`config.mk`:
```
export PLATFORM = sky130hd
export DESIGN_NAME = text_screen_ctrl
export DESIGN_NICKNAME = d
export VERILOG_FILES = /design/src/rtl/text_screen_ctrl.sv
export SDC_FILE = /design/constraint.sdc
export NUM_CORES = 1
export LEC_CHECK = 0
export ABC_AREA = 1
export CAP_MARGIN = 25
export CORE_MARGIN = 2
export CORE_UTILIZATION = 49
export CTS_CLUSTER_SIZE = 40
export DETAILED_ROUTE_END_ITERATION = 7
export PLACE_DENSITY = 0.89
export SYNTH_ARGS = -nofsm -noshare
export SYNTH_HDL_FRONTEND = slang
export SYNTH_SLANG_ARGS = --single-unit
```
`constraint.sdc`:
```
create_clock -name clk -period 1.68 [get_ports clk]
set_clock_uncertainty 0.15 [all_clocks]
set_input_delay 0.252 -clock clk [delete_from_list [all_inputs] [get_ports clk]]
set_output_delay 0.252 -clock clk [all_outputs]
set_load 0.01 [all_outputs]
```
`src/rtl/text_screen_ctrl.sv`:
```
// Cursor-driven write controller for the text tile RAM, with a full-screen clear sweep.
// Optional cursor blink timebase from vsync when CURSOR_BLINK_EN is defined.
module text_screen_ctrl #(
    parameter int COLS         = 80,
    parameter int ROWS         = 30,
    parameter int BLINK_FRAMES = 32
) (
    input  logic        clk,
    input  logic        rst,
    input  logic [6:0]  ch_in,
    input  logic        ch_valid,
    output logic        ch_ready,
    input  logic        clr_req,
    output logic        wr_en,
    output logic [11:0] wr_addr,
    output logic [6:0]  wr_data,
    output logic [6:0]  cur_x,
    output logic [4:0]  cur_y,
    output logic        busy,
    input  logic        vsync,
    output logic        cursor_on
);

    typedef enum logic {IDLE, CLEAR} state_e;

    localparam logic [6:0] XMAX  = 7'(COLS - 1);
    localparam logic [4:0] YMAX  = 5'(ROWS - 1);
    localparam logic [6:0] SPACE = 7'h20;

    state_e      state_q;
    logic        wr_en_q;
    logic [11:0] wr_addr_q;
    logic [6:0]  wr_data_q;
    logic [6:0]  x_q, sc_q;
    logic [4:0]  y_q, sr_q;
    logic        busy_q;

    logic       accept, printable, go_clear, clear_done;
    logic [6:0] x_d;
    logic [4:0] y_d;

    assign ch_ready   = (state_q == IDLE) & ~clr_req;
    assign accept     = ch_valid & ch_ready;
    assign printable  = (ch_in >= 7'h20) && (ch_in <= 7'h7E);
    assign go_clear   = clr_req | (accept && ch_in == 7'h0C);
    assign clear_done = (state_q == CLEAR) && sr_q == YMAX && sc_q == XMAX;

    assign x_d = (x_q == XMAX) ? 7'd0 : x_q + 7'd1;
    assign y_d = (y_q == YMAX) ? 5'd0 : y_q + 5'd1;

    always_ff @(posedge clk or negedge rst) begin
        if (!rst) begin
            state_q   <= IDLE;
            wr_en_q   <= 1'b0;
            wr_addr_q <= '0;
            wr_data_q <= '0;
            x_q       <= '0;
            y_q       <= '0;
            sc_q      <= '0;
            sr_q      <= '0;
            busy_q    <= 1'b0;
        end else begin
            wr_en_q <= 1'b0;
            unique case (state_q)
                IDLE: begin
                    if (go_clear) begin
                        state_q <= CLEAR;
                        busy_q  <= 1'b1;
                        sc_q    <= '0;
                        sr_q    <= '0;
                    end else if (accept) begin
                        unique case (1'b1)
                            printable: begin
                                wr_en_q   <= 1'b1;
                                wr_addr_q <= {y_q, x_q};
                                wr_data_q <= ch_in;
                                x_q       <= x_d;
                                if (x_q == XMAX) y_q <= y_d;
                            end
                            (ch_in == 7'h0D): x_q <= '0;
                            (ch_in == 7'h0A): y_q <= y_d;
                            (ch_in == 7'h08): begin
                                if (x_q != 7'd0) begin
                                    x_q       <= x_q - 7'd1;
                                    wr_en_q   <= 1'b1;
                                    wr_addr_q <= {y_q, x_q - 7'd1};
                                    wr_data_q <= SPACE;
                                end
                            end
                            default: ;
                        endcase
                    end
                end
                CLEAR: begin
                    wr_en_q   <= 1'b1;
                    wr_addr_q <= {sr_q, sc_q};
                    wr_data_q <= SPACE;
                    if (sc_q == XMAX) begin
                        sc_q <= '0;
                        sr_q <= sr_q + 5'd1;
                    end else begin
                        sc_q <= sc_q + 7'd1;
                    end
                    // Last write issued: hand back to IDLE with the cursor homed
                    if (clear_done) begin
                        state_q <= IDLE;
                        busy_q  <= 1'b0;
                        x_q     <= '0;
                        y_q     <= '0;
                    end
                end
                default: state_q <= IDLE;
            endcase
        end
    end

    assign wr_en   = wr_en_q;
    assign wr_addr = wr_addr_q;
    assign wr_data = wr_data_q;
    assign cur_x   = x_q;
    assign cur_y   = y_q;
    assign busy    = busy_q;

`ifdef CURSOR_BLINK_EN
    localparam int BW = $clog2(BLINK_FRAMES + 1);

    logic [BW-1:0] cnt_q;
    logic          vs_q;
    logic          on_q;

    always_ff @(posedge clk or negedge rst) begin
        if (!rst) begin
            cnt_q <= '0;
            vs_q  <= 1'b1;
            on_q  <= 1'b0;
        end else begin
            vs_q <= vsync;
            if (accept || clear_done) begin
                cnt_q <= '0;
                on_q  <= 1'b1;
            end else if (vs_q && !vsync) begin
                if (cnt_q == BW'(BLINK_FRAMES - 1)) begin
                    cnt_q <= '0;
                    on_q  <= ~on_q;
                end else begin
                    cnt_q <= cnt_q + 1'b1;
                end
            end
        end
    end

    assign cursor_on = on_q;
`else
    logic unused_vsync;
    assign unused_vsync = vsync | (BLINK_FRAMES < 1);
    assign cursor_on    = 1'b0;
`endif

endmodule

```
==> metrics.txt <==
status=finished with violations; violated checks=setup timing; number of global-route vias before repair=roughly 3000; RSZ-0062 raised after global routing=true; r2r setup slk=-0.07 ns; required time worst endpoint=roughly 1.7 ns; share of cells above drive strength 1=0.303; sequential share of power=0.398; Die Span X=83.0 um; max_cap viols=0; final setup vio count=31; Tot GR Track Use=0.239; Ys Warns=0; vias per cell=approximately 5.5; min Tclk post-route=~1.8 ns; Non-Filler Instances=593; FF-to-FF path depth=10; crit path cell chain=clkdlybuf4s50_1 > inv_1 > nor2_1 > nand2_1 > nand2_2 > nand3_1 > nand2_1 > inv_2 > buf_4 > nand4_1 > nand2_1; CTS Buf Count=5; drt pass-1 iters=5; clock insertion delay at the later pin of the skew report=0.31 ns; largest net degree at the start of global routing=between 40 and 50; worst setup margin=-0.0836 ns; port bufs=between 40 and 50; syn nets=approximately 440; crit start category=input port; Clk pin slew, worst setup/hold paths=0.08 ns; Sw Share=0.373; register area share after synthesis=0.377; Synth top area share=0.377; Power Dens Cells=863 nW/um2; fillers=approximately 440; CP max stage cell=clkdlybuf4s50_1; Syn Inst Count=416; nets@finish=539; Final Instance Area=4380 um2; CTS tree=done; DR WL/cell=~15 um; Worst EP arrival=~1.8 ns; Final Max Slew Viols=0; dpl cells=567; Ant. Diodes=0; final hold viol count=0; Hold Path Class=input port to register; DRC viols=0; Seq. cell area=1160 um2; Combinational Power Share=0.428; flops & latches, synth=46; final WL=between 9 and 10 mm; Tcrit/Tclk final=1.05; synthesized area=between 3000 and 4000 um2; crit path kind=input port to register; Levels on crit path=11; first-pass GRT wire length=13.7 mm; P_leak=between 0.002 and 0.0025 uW; worst-path fanout max=4; die footprint=just under 7000 um2; Synth area leaders=dfrtp_1 (38%), nand2_1 (19%), nand3_1 (5.1%), inv_1 (3.9%), nor2_1 (3.9%); clock power share=0.175; Core ar.=about 6000 um2; RePlAce Congestion=0.959; dpl ws=-0.357 ns; GRT overflow=0; Initial Util=0.510; CP bufs+invs=4; Synth cell types=37; CTS sink count=46; Max Root-Sink Buffers=2; DRT iter0 DRCs=226; antenna violations before repair=1; Root Buffer Master=clkbuf_8; area taken by multi-input logic gates=between 1500 and 2000 um2; crit-path most repeated cell=nand2_1; critical path's largest stage delay=roughly 0.50 ns; Post-Place Cell Area=about 3900 um2; Psw=about 1400 uW; hpwl dp=5.91 mm; Antenna Nets Post-Route=0; Cell Int Power=approximately 2400 uW; Hold WS=about 0.12 ns; I/O Pins=47; die height=83.0 um; hold path depth=3; Worst VDD drop=a little over 0.0006 V; std cell rows=28; total power=between 3000 and 4000 uW; kind of end point of the critical path=register; delay-heaviest family, CP=buffers and inverters; Area growth, synth to finish=43.4%; via count=roughly 3200; Synth area leader=dfrtp_1; Achievable Freq=~570 MHz; H-tree Lvls=2; syn_area_per_cell=approximately 7.3 um2
[per-layer routing]
| layer | wire length, um | track usage | vias to the layer above |
|---|---|---|---|
| met3 | 492 | 0.0427 | 34 |
| met2 | 4550 | 0.423 | 131 |
| met4 | 344 | 0.0864 | 2 |
| li1 | - | - | 1523 |
| met5 | 14 | 0 | - |
| met1 | 3710 | 0.291 | 1543 |
[worst reg2reg max path: stages (launching register included)]
cell       delay (ns)
dfrtp_2          0.45
inv_4            0.09
ha_4             0.13
nand4_1          0.13
nand2_1          0.10
nand2_1          0.06
nand2_2          0.11
nand2_8          0.10
clkbuf_16        0.19
nand2_1          0.07
nand2_1          0.05
[cell usage in the layout (no fill, tap or decap), drive strengths merged]
cell,synthesis,final
dlygate4sd3,0,1
nand3b,1,1
a21oi,8,8
nand2,167,167
nand4,10,10
o211ai,3,3
xor2,9,9
conb,1,1
clkdlybuf4s50,0,26
a22o,1,1
nand3,33,33
nor3,2,2
clkbuf,2,8
o21ai,22,22
inv,38,39
clkinv,2,1
nor2,43,43
dlymetal6s2s,0,6
buf,11,62
xnor2,2,2
dlygate4sd2,0,11
o22ai,5,5
clkinvlp,0,1
o21a,1,1
dfrtp,46,46
ha,9,9
[per-stage QoR]
stage / TNS, ns / util
floorplan: 0 / -
global placement: -11.49 / 0.643
detailed placement: -12.49 / 0.643
CTS: -0.151 / 0.675
global route: -3.47 / 0.732
finish: -1.42 / 0.732
[registers in the layout (all words and copies together) (netlist names)]
register  count
sr_q          5
wr_data       7
sc_q          7
busy          1
wr_addr      12
cur_y         5
cur_x         7
wr_en         1
state_q       1
[kinds of logic after synthesis]
kind of cell | after synthesis | share of synthesized area
AO/OA/AOI/OAI | 40 | 0.0733
XOR/XNOR | 11 | 0.0315
other | 1 | 0.00123
flip-flops | 46 | 0.377
adder cells (fa/ha/maj) | 9 | 0.0369
AND/OR/NAND/NOR | 256 | 0.395
buffers and inverters | 53 | 0.0852
[cells in the mapped netlist (all sizes together)]
cell type,n
o21a,1
inv,38
nand2,167
conb,1
o211ai,3
nor2,43
nand3,33
nor3,2
clkbuf,2
clkinv,2
xor2,9
nand3b,1
nand4,10
a21oi,8
dfrtp,46
buf,11
a22o,1
o21ai,22
xnor2,2
o22ai,5
ha,9
[cell type report]
class                           instances  share of cell area
Inverter                               40              0.0405
Clock buffer                            6              0.0166
Multi-Input combinational cell        317               0.425
Tap cell                               75              0.0214
Clock inverter                          1             0.00171
Timing Repair Buffer                  108               0.230
Sequential cell                        46               0.265
[worst paths after layout]
kind | start | to
max in group asynchronous | rst | cur_x[3]
worst min-delay path | ch_in[6] | wr_data[6]
worst max register to register | cur_x[0] | wr_addr[4]
worst min register to register | wr_addr[6] | wr_addr[6]
min in group asynchronous | rst | wr_addr[9]
worst max-delay path | ch_in[4] | cur_y[0]
[timing repair]
| item | in CTS | in global routing |
|---|---|---|
| setup buffers | 10 | 6 |
| gates cloned | 0 | 3 |
| hold buffers | 1 | 0 |
| gates resized for setup | 26 | 64 |
| hold endpoints to repair | 46 | 0 |
| setup endpoints to repair | 52 | 40 |
| pin swaps | 5 | 18 |
[power groups by stage]
stage	registers (uW)	clock network, uW	logic [uW]
3_3_place_gp	1510	0	1350
4_1_cts	1500	679	1430
2_1_floorplan	1570	0	673
6_report	1500	661	1620
3_5_place_dp	1520	0	1390
5_1_grt	1530	717	1750
Note: power is estimated with default switching activity, not from simulation.
